<file path="config.mk">
export PLATFORM = sky130hd
export DESIGN_NAME = hazard_ctrl
export DESIGN_NICKNAME = d
export VERILOG_FILES = /design/src/rtl/hazard_ctrl.sv
export SDC_FILE = /design/constraint.sdc
export NUM_CORES = 1
export LEC_CHECK = 0
export CORE_ASPECT_RATIO = 1.25
export CORE_MARGIN = 2
export CORE_UTILIZATION = 35
export CTS_BUF_LIST = sky130_fd_sc_hd__clkbuf_4
export DETAILED_ROUTE_END_ITERATION = 8
export PLACE_DENSITY_LB_ADDON = 0.2
export SETUP_SLACK_MARGIN = 0.3
export SLEW_MARGIN = 20
export SYNTH_ARGS = -nofsm -noshare
export SYNTH_HDL_FRONTEND = slang
export SYNTH_SLANG_ARGS = --single-unit
</file>
<file path="constraint.sdc">
create_clock -name clk -period 4.95 [get_ports clk]
set_input_delay 0.99 -clock clk [delete_from_list [all_inputs] [get_ports clk]]
set_output_delay 0.99 -clock clk [all_outputs]
set_load 0.1 [all_outputs]
</file>
<file path="src/rtl/hazard_ctrl.sv">
// hazard_ctrl: decode-stage pipeline sequencer.
//  - Per-register pending-write scoreboard stalls decode on RAW/WAW hazards.
//  - Taken branch/jump in EX flushes IF/ID and ID/EX, then keeps IF/ID
//    flushed for FLUSH_CYCLES more cycles to cover fetch latency.
//  - An outstanding D-mem access freezes the pipe until it is acknowledged.
// Optional feature: define HAZARD_PERF_CNT_EN to add the stall_cnt port,
// a 32-bit wrapping count of cycles with pc_stall asserted.
module hazard_ctrl #(
    parameter int FLUSH_CYCLES = 2,
    parameter int CNT_W        = 2
) (
    input  logic        clk,
    input  logic        rst,
    input  logic        id_valid,
    input  logic [4:0]  id_r1,
    input  logic [4:0]  id_r2,
    input  logic        id_use_r1,
    input  logic        id_use_r2,
    input  logic [4:0]  id_rd,
    input  logic        id_reg_wr,
    input  logic        ex_redirect,
    input  logic        mem_req,
    input  logic        mem_ack,
    input  logic        wb_we,
    input  logic [4:0]  wb_rd,
    output logic        pc_stall,
    output logic        id_bubble,
    output logic        ex_hold,
    output logic        if_id_flush,
    output logic        id_ex_flush
`ifdef HAZARD_PERF_CNT_EN
    ,
    output logic [31:0] stall_cnt
`endif
);

    localparam int FCNT_W = (FLUSH_CYCLES < 2) ? 1 : $clog2(FLUSH_CYCLES + 1);
    localparam logic [FCNT_W-1:0] FCNT_RELOAD = FCNT_W'(FLUSH_CYCLES);
    localparam logic [FCNT_W-1:0] FCNT_ONE    = FCNT_W'(1);
    localparam logic [FCNT_W-1:0] FCNT_ZERO   = {FCNT_W{1'b0}};
    localparam logic [CNT_W-1:0]  CNT_MAX     = {CNT_W{1'b1}};
    localparam logic [CNT_W-1:0]  CNT_ZERO    = {CNT_W{1'b0}};
    localparam logic [CNT_W-1:0]  CNT_ONE     = CNT_W'(1);

    typedef enum logic [1:0] {
        ST_RUN      = 2'd0,
        ST_MEM_WAIT = 2'd1,
        ST_FLUSH    = 2'd2
    } state_e;

    state_e              state_q, state_d;
    logic [FCNT_W-1:0]   fcnt_q, fcnt_d;
    logic [CNT_W-1:0]    cnt_q [0:31];
    logic [CNT_W-1:0]    cnt_d [0:31];

    logic hazard_s;
    logic issue_s;
    logic inc_s;
    logic dec_s;

    // Hazard is taken from registered pending counts only: no WB bypass.
    assign hazard_s = id_valid &
                      ((id_use_r1 & (id_r1 != 5'd0) & (cnt_q[id_r1] != CNT_ZERO)) |
                       (id_use_r2 & (id_r2 != 5'd0) & (cnt_q[id_r2] != CNT_ZERO)) |
                       (id_reg_wr & (id_rd != 5'd0) & (cnt_q[id_rd] == CNT_MAX)));

    assign issue_s = id_valid & (state_q == ST_RUN) & ~hazard_s & ~ex_redirect & ~ex_hold;
    assign inc_s   = issue_s & id_reg_wr & (id_rd != 5'd0);
    assign dec_s   = wb_we & (wb_rd != 5'd0);

    // State register: FSM state and remaining flush cycles.
    always_ff @(posedge clk or negedge rst) begin
        if (!rst) begin
            state_q <= ST_RUN;
            fcnt_q  <= FCNT_ZERO;
        end else begin
            state_q <= state_d;
            fcnt_q  <= fcnt_d;
        end
    end

    // Next-state logic: memory wait outranks redirect; redirect reloads the flush window.
    always_comb begin
        state_d = state_q;
        fcnt_d  = fcnt_q;
        case (state_q)
            ST_RUN: begin
                if (mem_req & ~mem_ack) begin
                    state_d = ST_MEM_WAIT;
                end else if (ex_redirect) begin
                    state_d = (FLUSH_CYCLES == 0) ? ST_RUN : ST_FLUSH;
                    fcnt_d  = FCNT_RELOAD;
                end else begin
                    state_d = ST_RUN;
                end
            end
            ST_MEM_WAIT: begin
                if (~mem_ack) begin
                    state_d = ST_MEM_WAIT;
                end else if (ex_redirect) begin
                    // EX is released on the ack cycle, so a held redirect is taken now.
                    state_d = (FLUSH_CYCLES == 0) ? ST_RUN : ST_FLUSH;
                    fcnt_d  = FCNT_RELOAD;
                end else begin
                    state_d = ST_RUN;
                end
            end
            ST_FLUSH: begin
                if (ex_redirect) begin
                    state_d = ST_FLUSH;
                    fcnt_d  = FCNT_RELOAD;
                end else if (fcnt_q == FCNT_ONE) begin
                    state_d = ST_RUN;
                    fcnt_d  = FCNT_ZERO;
                end else begin
                    state_d = ST_FLUSH;
                    fcnt_d  = fcnt_q - FCNT_ONE;
                end
            end
            default: begin
                state_d = ST_RUN;
                fcnt_d  = FCNT_ZERO;
            end
        endcase
    end

    // Output logic: same-cycle hold/flush/bubble controls, forced low while in reset.
    always_comb begin
        pc_stall    = 1'b0;
        id_bubble   = 1'b0;
        ex_hold     = 1'b0;
        if_id_flush = 1'b0;
        id_ex_flush = 1'b0;
        if (!rst) begin
            pc_stall = 1'b0;
        end else begin
            case (state_q)
                ST_RUN: begin
                    if (mem_req & ~mem_ack) begin
                        ex_hold  = 1'b1;
                        pc_stall = 1'b1;
                    end else if (ex_redirect) begin
                        if_id_flush = 1'b1;
                        id_ex_flush = 1'b1;
                    end else if (hazard_s) begin
                        pc_stall  = 1'b1;
                        id_bubble = 1'b1;
                    end else begin
                        pc_stall = 1'b0;
                    end
                end
                ST_MEM_WAIT: begin
                    if (~mem_ack) begin
                        ex_hold  = 1'b1;
                        pc_stall = 1'b1;
                    end else if (ex_redirect) begin
                        if_id_flush = 1'b1;
                        id_ex_flush = 1'b1;
                    end else begin
                        ex_hold = 1'b0;
                    end
                end
                ST_FLUSH: begin
                    if_id_flush = 1'b1;
                    if (ex_redirect) begin
                        id_ex_flush = 1'b1;
                    end else begin
                        id_ex_flush = 1'b0;
                    end
                end
                default: begin
                    pc_stall = 1'b0;
                end
            endcase
        end
    end

    // Scoreboard next counts: issue increments rd, retire decrements wb_rd, both cancel.
    always_comb begin
        for (int i = 0; i < 32; i++) begin
            cnt_d[i] = cnt_q[i];
        end
        cnt_d[0] = CNT_ZERO;
        for (int i = 1; i < 32; i++) begin
            if ((inc_s & (id_rd == 5'(i))) & ~(dec_s & (wb_rd == 5'(i)))) begin
                cnt_d[i] = cnt_q[i] + CNT_ONE;
            end else if ((dec_s & (wb_rd == 5'(i))) & ~(inc_s & (id_rd == 5'(i))) &
                         (cnt_q[i] != CNT_ZERO)) begin
                cnt_d[i] = cnt_q[i] - CNT_ONE;
            end else begin
                cnt_d[i] = cnt_q[i];
            end
        end
    end

    // Scoreboard registers: pending-write count per architectural register.
    always_ff @(posedge clk or negedge rst) begin
        if (!rst) begin
            for (int i = 0; i < 32; i++) begin
                cnt_q[i] <= CNT_ZERO;
            end
        end else begin
            for (int i = 0; i < 32; i++) begin
                cnt_q[i] <= cnt_d[i];
            end
        end
    end

`ifdef HAZARD_PERF_CNT_EN
    logic [31:0] stall_cnt_q;

    // Performance counter: cycles spent with the PC held, wrapping at 2^32.
    always_ff @(posedge clk or negedge rst) begin
        if (!rst) begin
            stall_cnt_q <= 32'd0;
        end else if (pc_stall) begin
            stall_cnt_q <= stall_cnt_q + 32'd1;
        end else begin
            stall_cnt_q <= stall_cnt_q;
        end
    end

    assign stall_cnt = stall_cnt_q;
`endif

endmodule

</file>
==> summary.md, run 1 <==
| Metric | Value |
|---|---|
| Outcome | `complete, no violations` |
| Number of synthesized register bits | `66` |
| Die ar. | `16820 um^2` |
| Remaining Overflow, GRT | `0` |
| Post-Layout Inst Area | `6312 um^2` |
| Fin Clk Skew | `0.01414 ns` |
| Synth Area in XOR/XNOR | `2.536%` |
| Die W | `116.4 um` |
| Lkg Pwr | `2.547 nW` |
| Buffers on Ports | `34` |
| Largest family of logic cells by synthesized area | `simple AND/OR/NAND/NOR gates` |
| Clock power frac | `21.8%` |
| CTS H-tree depth | `3` |
| Tcrit/Tclk final | `91.38%` |
| Place WS | `0.1963 ns` |
| Ports | `35` |
| Total Wirelength | `20020 um` |
| Setup CP Type | `in2out` |
| Pre-antenna DRT Iters | `5` |
| Max VDD drop | `112.5 uV` |
| Detailed Place HPWL | `15000 um` |
| Reg clk slew, reported paths | `0.11 ns` |
| Synth Area in Adders | `0.2264%` |
| Vias per cell | `6.277` |
| Worst setup path endpoint | `id_bubble` |
| Synth Area per Inst | `8.399 um^2` |
| Routability-driven placement congestion ratio | `0.9723` |
| Die extent in y | `144.5 um` |
| Sequential share of power | `47.9%` |
| Psw | `0.5924 mW` |
| Worst-Skew Late Latency | `0.47 ns` |
| Internal | `0.8627 mW` |
| Row count | `51` |
| Synthesis Warnings | `0` |
| Initial Util | `35.64%` |
| Initial antenna violation count | `1` |
| Worst EP required | `3.96 ns` |
| Largest net degree at the start of global routing | `65` |
| Final net count | `717` |
| Syn_nets | `689` |
| Compound-Gate Fraction of Synth Area | `22.64%` |
| Crit path DAT | `3.53 ns` |
| ANT nets after route | `0` |
| Max Cap Viol | `0` |
| Number of DRC markers in iteration 0 | `549` |
| Slew margin rel. | `45.26%` |
| Placed cells | `885` |
| Global-route wire length before repair | `32020 um` |
| Synth Flop Type | `dfrtp_1` |
| Worst-case reg-to-reg path depth | `9` |
| Worst slew pin tran | `0.8211 ns` |
| CP endpoint kind | `output port` |
| Unrepaired setup endpoints after global routing | `no` |
| Share of layout cells above drive strength 1 | `14.51%` |
| Commonest cells after routing, fill and taps aside | `76 x nor2_1, 66 x dfrtp_1, 65 x nand2_1` |
| Synth cell types | `68` |
| R2R setup slack | `1.81 ns` |
| Seq/Total Area, Yosys | `29.88%` |
| Fraction of the mapped netlist area in simple logic gates | `32.99%` |
| Average wire per standard cell | `22.20 um` |
| Commonest non-fill, non-tap cell in the layout | `nor2_1` |
| CTS Hold Bufs | `0` |
| Post-DP Area | `6138 um^2` |
| Synth Cell Area | `5527 um^2` |
| Core ar. | `15510 um^2` |
| Final worst setup slack | `0.4265 ns` |
| Final setup vio count | `0` |
| Maximum operating frequency | `221.1 MHz` |
| Clk root buf | `clkbuf_4` |
| Clk buf depth | `2` |
| Vias | `5662` |
| Mapped Cells | `658` |
| Max-slew violations | `0` |
| Final setup TNS | `0 ns` |
| Logic gate share of total power | `30.3%` |
| CTS Buf Count | `9` |
| Startpoint class of the critical path | `input port` |
| Vias in the first global route | `5673` |
| Ys async rst share | `100.0%` |
| Mux share of post-synthesis cell area | `6.973%` |
| Crit path max fanout | `7` |
| Min Tclk post-route | `4.523 ns` |
| Post-synth EDFFs | `0` |
| R2r endpoint | `cnt_q[2]$_DFFE_PN0P_` |
| Overall power | `1.455 mW` |
| Sw frac | `40.71%` |
| Pwr Density | `230.5 nW/um^2` |
| GRT Total Usage | `25.34%` |
| Final hold violation count | `0` |
| Worst hold path type | `in2async` |
| Sinks on Clock Net | `66` |
| Layout area overhead | `14.22%` |
| CTS tree | `done` |
| Final non-filler cell total | `902` |
| Drt drc | `0` |
| CP Launch Point | `id_r1[0]` |
| R2R Path Start | `cnt_q[34]$_DFFE_PN0P_` |
[state kept, by name, summed over array words and instances (netlist names)]
signal / cells
cnt_q: 62
state_q: 2
fcnt_q: 2
[final cells by class]
cell class,count,area (um^2)
fill,1563,9194
multi-input combinational,535,3679
sequential,66,1652
timing repair buffer,53,536.8
tap,212,265.3
inverter,21,81.33
clock buffer,10,75.07
clock inverter,4,21.27
antenna,1,2.502
[cell families (layout without fill, tap and decap cells)]
family / count (synthesis) / count (layout)
AOI/OAI and AO/OA: 159 / 159
DFF: 66 / 66
and+or+nand+nor: 337 / 337
buffers and inverters: 57 / 88
muxes: 22 / 22
adders and majority gates: 1 / 1
other: 0 / 1
xor gates and xnor gates: 16 / 16
[stage by stage]
stage                     util, %  hold slack (ns)
final                       40.71           0.3525
after global routing        40.71           0.3379
after CTS                   40.24           0.3256
after detailed placement    39.59           0.5074
after global placement      39.59           0.5096
after floorplan                 -           0.4778
[how the worst min path moves through the flow]
stage / end / startpoint / slack, ns
floorplan: cnt_q[8]$_DFFE_PN0P_ / cnt_q[8]$_DFFE_PN0P_ / 0.48
global placement: cnt_q[22]$_DFFE_PN0P_ / cnt_q[22]$_DFFE_PN0P_ / 0.51
detailed placement: cnt_q[22]$_DFFE_PN0P_ / cnt_q[22]$_DFFE_PN0P_ / 0.51
CTS: state_q[0]$_DFF_PN0_ / rst / 0.33
global route: state_q[0]$_DFF_PN0_ / rst / 0.34
finish: state_q[0]$_DFF_PN0_ / rst / 0.35
[critical path, stage by stage]
cell and delay, ns:
clkdlybuf4s50_1 0.54, buf_6 0.13, buf_4 0.15, nor3_1 0.08
a2111oi_0 0.47, nand2b_1 0.19, a31oi_2 0.13, o22ai_4 0.23
o211ai_1 0.22, a21oi_4 0.21, buf_12 0.19
[Yosys cell counts, drive strengths merged, types with 7 or more instances]
master  count  area (um^2)
inv        21        78.83
nand2      66        247.7
o31ai      13        97.59
nand3      37        185.2
nand4      17        106.4
clkbuf     12        45.04
nor2b      10        62.56
or3        21        131.4
a21oi      12        60.06
a21boi     10        75.07
or2         7        43.79
nor3       35        175.2
nand2b      8        50.05
o211ai     28        210.2
dfrtp      66         1652
nor3b       8        60.06
a22oi       9        67.56
xnor2      10        87.58
o22a       16        140.1
nor2       78        297.8
a311oi      8        70.07
buf        24        138.9
or4        22        217.7
mux4       13        292.8
o21ai      14        70.07
mux2i       7        70.07
nor4        7        81.33
[metal layers]
layer,share of wire [%],wire length (um),global-route usage (%)
met1,40,8057,31.23
met2,49,9895,41.86
met3,5.5,1097,3.940
met4,4.8,971,14.41
met5,0,0,0
[power by group through the flow]
stage | sequential (mW) | combinational, mW | clock, mW
2_1_floorplan | 0.659 | 0.303 | 0
3_3_place_gp | 0.700 | 0.419 | 0
3_5_place_dp | 0.704 | 0.430 | 0
4_1_cts | 0.694 | 0.433 | 0.327
5_1_grt | 0.708 | 0.484 | 0.341
6_report | 0.698 | 0.441 | 0.317
[what timing repair did]
item,in CTS,in global routing
gates resized for setup,2,15
cloned,0,0
pin swaps,1,4
endpoints found under the setup margin,2,2
buffers inserted,0,2
No activity file was read; power rests on OpenSTA's default activity.
==> run 2, diff against run 1 <==
GPL_TIMING_DRIVEN = 1   (was default)
REMOVE_ABC_BUFFERS = 1   (was default)
==> summary.md, run 2 (synthesis gave the netlist of run 1 again) <==
| Metric | Value |
|---|---|
| Clock power frac | `22.4% (+0.6 points)` |
| Unrepaired setup endpoints after global routing | `yes` |
| Area of the multi-input gates | `3635 um^2 (-1.2%)` |
| Buffers on Ports | `34 (unchanged)` |
| Final net count | `719 (+0.28%)` |
| Layout area overhead | `13.61%` |
| Largest regs | `cnt_q x62, fcnt_q x2, state_q x2` |
| Clk root buf | `clkbuf_4` |
| Fin Clk Skew | `0.01773 ns (+0.003587 ns)` |
| Min Tclk post-route | `4.546 ns (+0.02269 ns)` |
| Worst hold path type | `in2async` |
| Max Cap Viol | `0 (unchanged)` |
| Pre-antenna DRT Iters | `5 (unchanged)` |
| Sinks on Clock Net | `66 (unchanged)` |
| Die extent in y | `144.5 um (unchanged)` |
| Clk buf depth | `2 (unchanged)` |
| Place WS | `0.2364 ns (+0.04004 ns)` |
| Number of DRC markers in iteration 0 | `356 (-35%)` |
| Largest net degree at the start of global routing | `65 (unchanged)` |
| Crit path max fanout | `11 (+4)` |
| Met2 usage | `41.37% (-0.49 points)` |
| Vias | `5539 (-2.2%)` |
| Logic gate share of total power | `29.9% (-0.4 points)` |
| Initial Util | `35.64% (unchanged)` |
| Worst-Skew Late Latency | `0.48 ns (about the same)` |
| Total Wirelength | `19810 um (-1.0%)` |
| GRT Total Usage | `24.90% (-0.44 points)` |
| CP Launch Point | `id_r1[0]` |
| Vias in the first global route | `5526 (-2.6%)` |
| CP endpoint kind | `output port` |
| Grt peak-use layer | `met2` |
| Final hold violation count | `0 (unchanged)` |
| Internal | `0.8688 mW (+0.71%)` |
| R2R Path Start | `cnt_q[34]$_DFFE_PN0P_` |
| Crit path DAT | `3.56 ns (+0.03 ns)` |
| ANT nets after route | `0 (unchanged)` |
| CTS H-tree depth | `3 (unchanged)` |
| GRT met1 Usage | `30.95% (-0.28 points)` |
| Routability-driven placement congestion ratio | `0.9199 (-5.4%)` |
| Reg area | `1652 um^2 (unchanged)` |
| R2r endpoint | `cnt_q[2]$_DFFE_PN0P_` |
| Global-route wire length before repair | `31390 um (-2.0%)` |
| R2R setup slack | `1.70 ns (-0.11 ns)` |
| CTS tree | `done` |
| Biggest register | `cnt_q` |
| Overall power | `1.452 mW (-0.20%)` |
| Row count | `51 (unchanged)` |
| Max-slew violations | `0 (unchanged)` |
| Slew margin rel. | `40.76% (-4.5 points)` |
| Reg clk slew, reported paths | `0.11 ns (about the same)` |
| Sw frac | `40.17% (-0.54 points)` |
| Average wire per standard cell | `21.85 um (-1.6%)` |
| Vias per cell | `6.107 (-2.7%)` |
| Ports | `35 (unchanged)` |
| Worst slew pin tran | `0.8887 ns (+0.06761 ns)` |
| Final worst setup slack | `0.4038 ns (-0.02269 ns)` |
| Die W | `116.4 um (unchanged)` |
| Startpoint class of the critical path | `input port` |
| Maximum operating frequency | `220.0 MHz (-0.50%)` |
| Die ar. | `16820 um^2 (unchanged)` |
| Worst-case reg-to-reg path depth | `9 (unchanged)` |
| Pwr Density | `231.3 nW/um^2 (+0.34%)` |
| Remaining Overflow, GRT | `0 (unchanged)` |
| Setup CP Type | `in2out` |
| CTS Hold Bufs | `0 (unchanged)` |
| Tcrit/Tclk final | `91.84% (+0.46 points)` |
| CTS Buf Count | `9 (unchanged)` |
| Commonest non-fill, non-tap cell in the layout | `nor2_1` |
| Psw | `0.5834 mW (-1.5%)` |
| Sequential share of power | `47.7% (-0.2 points)` |
| Max VDD drop | `89.05 uV (-21%)` |
| Grt met3 use | `2.682% (-1.3 points)` |
| Fillers | `1601 (+2.4%)` |
| Detailed Place HPWL | `14630 um (-2.4%)` |
| Lkg Pwr | `2.547 nW (about the same)` |
| Core ar. | `15510 um^2 (unchanged)` |
| Share of layout cells above drive strength 1 | `14.14% (-0.37 points)` |
| Commonest cells after routing, fill and taps aside | `76 x nor2_1, 66 x nand2_1, 66 x dfrtp_1` |
| Drt drc | `0 (unchanged)` |
| Initial antenna violation count | `2 (+1)` |
| Outcome | `complete, no violations` |
| Worst EP required | `3.96 ns (about the same)` |
| Max FFs per register | `62 (unchanged)` |
| Final setup vio count | `0 (unchanged)` |
-- run 2: changes by cell type in the layout (fill, tap and decap cells not counted), sizes merged --
cell	delta
clkinv	+2
dlymetal6s2s	-1
clkbuf	+1
diode	+1
clkinvlp	-1
clkdlybuf4s50	+1
buf	+2
-- run 2: worst max path at each step --
stage                      to  slack (ns)
CTS                 id_bubble        0.29
detailed placement  id_bubble        0.24
floorplan           id_bubble       -2.39
finish              id_bubble        0.40
global placement    id_bubble        0.26
global route        id_bubble        0.28
-- run 2: per-stage QoR --
step	utilization, %	hold WS [ns]	cells	TNS, ns	cell area (um^2)
5_1_grt	40.49	0.3302	907	0	6279
3_3_place_gp	39.68	0.5056	889	0	6152
3_5_place_dp	39.68	0.5174	889	0	6152
4_1_cts	40.34	0.3215	905	0	6255
6_report	40.49	0.3491	907	0	6279
2_1_floorplan	-	0.4778	622	-16.65	5343
-- run 2: layer usage --
| layer | vias to the layer above | share of wire (%) |
|---|---|---|
| li1 | 2600 | - |
| met1 | 2719 | 42 |
| met2 | 170 | 49 |
| met3 | 50 | 3.6 |
| met4 | 0 | 5.2 |
| met5 | - | 0 |
-- run 2: final cells by class --
class / count / share of cell area [%]
well taps: 212 / 4.225
inverters: 21 / 1.255
flip-flops and latches: 66 / 26.31
clock buffers: 11 / 1.315
diodes: 2 / 0.07971
multi-input cells: 535 / 57.89
repair buffers: 55 / 8.589
clock inverters: 5 / 0.3388
-- run 2: power by group through the flow --
stage                     Clock, mW  Sequential (mW)  Combinational, mW
final                         0.325            0.692              0.434
after detailed placement          0            0.700              0.432
after global routing          0.358            0.703              0.483
after floorplan                   0            0.664              0.268
after CTS                     0.337            0.690              0.433
after global placement            0            0.698              0.422
-- run 2: worst max-delay path, stage by stage --
cell             delay (ns)
clkdlybuf4s50_1        0.45
buf_4                  0.20
nor4b_1                0.15
a311o_1                0.35
o211a_1                0.24
a2111o_1               0.35
o22ai_4                0.23
o211ai_1               0.19
a21oi_2                0.21
buf_12                 0.19
-- run 2: timing repair --
item / 4_1_cts / 5_1_grt
setup endpoints to repair: 2 / 2
buffers inserted: 0 / 0
resized for setup: 3 / 7
pin swaps: 0 / 2
==> run 3, diff against run 2 <==
CORE_MARGIN = default   (was 2)
SETUP_SLACK_MARGIN = default   (was 0.3)
==> summary.md, run 3 (synthesis gave the netlist of run 1 again) <==
| Metric | Value |
|---|---|
| Initial antenna violation count | `1 (-1)` |
| Min Tclk post-route | `4.815 ns (+0.2689 ns)` |
| Lkg Pwr | `2.492 nW (-2.1%)` |
| Slew margin rel. | `51.69% (+11 points)` |
| Detailed Place HPWL | `14860 um (+1.6%)` |
| Slowest-stage cell, CP | `clkdlybuf4s50_1` |
| Max incr delay on CP | `0.68 ns (+0.23 ns)` |
| Place WS | `0.2066 ns (-0.02974 ns)` |
| Vias in the first global route | `5391 (-2.4%)` |
| Fillers | `1557 (-2.7%)` |
| Post-CTS Setup Repair Bufs | `0 (unchanged)` |
| Buffers on Ports | `34 (unchanged)` |
| Routability-driven placement congestion ratio | `0.9631 (+4.7%)` |
| CTS tree | `done` |
| Pwr Density | `228.4 nW/um^2 (-1.2%)` |
| Max Cap Viol | `0 (unchanged)` |
| CTS H-tree depth | `3 (unchanged)` |
| Max-slew violations | `0 (unchanged)` |
| Remaining Overflow, GRT | `0 (unchanged)` |
| Average wire per standard cell | `21.45 um (-1.8%)` |
| GRT Total Usage | `24.70% (-0.20 points)` |
| Share of layout cells above drive strength 1 | `13.17% (-0.97 points)` |
| Maximum operating frequency | `207.7 MHz (-5.6%)` |
| Global-route wire length before repair | `29910 um (-4.7%)` |
| Max VDD drop | `114.2 uV (+28%)` |
| CTS resizes | `0 (-3)` |
| Drt drc | `0 (unchanged)` |
| Vias per cell | `6.154 (+0.76%)` |
| Tcrit/Tclk final | `97.27% (+5.4 points)` |
| CP endpoint kind | `output port` |
| Layout area overhead | `12.84%` |
| Die extent in y | `142.5 um (-1.4%)` |
| Commonest cells after routing, fill and taps aside | `76 x nor2_1, 66 x nand2_1, 66 x dfrtp_1` |
| Total Wirelength | `19420 um (-2.0%)` |
| Final net count | `719 (unchanged)` |
| Setup CP Type | `in2out` |
| Sinks on Clock Net | `66 (unchanged)` |
| Ports | `35 (unchanged)` |
| Die ar. | `16300 um^2 (-3.1%)` |
| Top delay family on crit path | `buffers and inverters` |
| Crit-path cells | `clkdlybuf4s50_1 > inv_1 > a2111oi_0 > or4_1 > o2111ai_1 > o22ai_4 > o211ai_1 > nand2_1 > buf_12` |
| Final setup vio count | `0 (unchanged)` |
| Final core occ | `40.22% (-0.27 points)` |
| Row count | `51 (unchanged)` |
| Crit path max fanout | `11 (unchanged)` |
| Final worst setup slack | `0.1349 ns (-0.2689 ns)` |
| Unrepaired setup endpoints after global routing | `no` |
| WP buf/inv | `3 (unchanged)` |
| Overall power | `1.425 mW (-1.9%)` |
| Worst hold path type | `in2async` |
| Commonest non-fill, non-tap cell in the layout | `nor2_1` |
| Crit path DAT | `3.83 ns (+0.27 ns)` |
| Max FFs per register | `62 (unchanged)` |
| Pre-antenna DRT Iters | `6 (+1)` |
| Outcome | `complete, no violations` |
| Core ar. | `15510 um^2 (unchanged)` |
| Largest regs | `cnt_q x62, fcnt_q x2, state_q x2` |
| Number of DRC markers in iteration 0 | `344 (-3.4%)` |
| Biggest register | `cnt_q` |
| Final hold violation count | `0 (unchanged)` |
| Largest net degree at the start of global routing | `65 (unchanged)` |
| Clk buf depth | `2 (unchanged)` |
| Startpoint class of the critical path | `input port` |
| Initial Util | `35.64% (unchanged)` |
| Vias | `5569 (+0.54%)` |
| Worst slew pin tran | `0.7246 ns (-0.1640 ns)` |
| CTS Buf Count | `9 (unchanged)` |
| Clk root buf | `clkbuf_4` |
| ANT nets after route | `0 (unchanged)` |
| Worst-Skew Late Latency | `0.47 ns (about the same)` |
| Worst EP required | `3.96 ns (about the same)` |
| Die W | `114.4 um (-1.7%)` |
| CTS Hold Bufs | `0 (unchanged)` |
| Fin Clk Skew | `0.02506 ns (+0.007338 ns)` |
| Reg clk slew, reported paths | `0.11 ns (about the same)` |
[run 3: changes by cell type in the layout (fill, tap and decap cells not counted)]
cell	before	now
clkdlybuf4s50_1	23	28
dlymetal6s2s_1	4	0
inv_1	18	21
inv_2	3	0
clkbuf_4	11	9
a21oi_1	11	12
a21oi_2	1	0
buf_12	4	3
buf_4	22	23
clkinv_2	2	1
clkinvlp_4	0	1
dlygate4sd2_1	1	0
nor3_1	34	35
nor3_2	1	0
[run 3: worst register-to-register path, stage by stage, from the launching register on]
cell and delay [ns]:
dfrtp_1 0.48, nor2_1 0.26, a2111oi_0 0.15, or4_1 0.56, o2111ai_1 0.36, o22a_1 0.33, nand4_1 0.47, o32a_1 0.50
mux2i_1 0.12
[run 3: layer usage]
layer / GRT usage (%) / share of wire (%) / vias up / routed length (um)
met3: 3.876 / 3.9 / 59 / 754
met1: 28.61 / 40 / 2753 / 7721
met4: 15.24 / 6.0 / 0 / 1158
li1: - / - / 2589 / -
met2: 42.52 / 50 / 168 / 9781
met5: 0 / 0 / - / 0
[run 3: path summary, 6_finish.rpt]
| kind | depth (start not counted) | slack [ns] | from | to |
|---|---|---|---|---|
| worst max-delay path | 9 | 0.13 | id_r2[0] | pc_stall |
| worst min-delay path | 1 | 0.53 | rst | state_q[1]$_DFF_PN0_ |
| worst max register to register | 8 | 1.64 | cnt_q[34]$_DFFE_PN0P_ | cnt_q[6]$_DFFE_PN0P_ |
| worst min register to register | 1 | 0.54 | cnt_q[22]$_DFFE_PN0P_ | cnt_q[22]$_DFFE_PN0P_ |
| max in group asynchronous | 2 | 3.38 | rst | cnt_q[12]$_DFFE_PN0P_ |
| min in group clk | 1 | 0.54 | cnt_q[22]$_DFFE_PN0P_ | cnt_q[22]$_DFFE_PN0P_ |
[run 3: area by class of cell]
| cell class | count | area [um^2] | share of cell area, % |
|---|---|---|---|
| Antenna cell | 2 | 5.005 | 0.08026 |
| Clock inverter | 5 | 23.77 | 0.3812 |
| Inverter | 21 | 78.83 | 1.264 |
| Multi-Input combinational cell | 535 | 3626 | 58.15 |
| Timing Repair Buffer | 55 | 518.0 | 8.307 |
| Clock buffer | 9 | 67.56 | 1.083 |
| Sequential cell | 66 | 1652 | 26.48 |
| Tap cell | 212 | 265.3 | 4.254 |
[run 3: power by group]
| group | leakage, nW | total (mW) | internal [mW] | switching (mW) |
|---|---|---|---|---|
| clock network | 0.0502 | 0.302 | 0.0915 | 0.210 |
| registers | 0.835 | 0.691 | 0.594 | 0.0969 |
| logic | 1.61 | 0.432 | 0.166 | 0.266 |
| total | 2.49 | 1.42 | 0.851 | 0.573 |
[run 3: through the flow]
stage                     cells  TNS, ns  hold WS [ns]  area (um^2)
final                       905        0        0.5348         6236
after global routing        904        0        0.5593         6233
after detailed placement    889        0        0.5220         6140
after CTS                   903        0        0.5380         6231
after global placement      889        0        0.5111         6140
after floorplan             622   -16.65        0.4778         5343
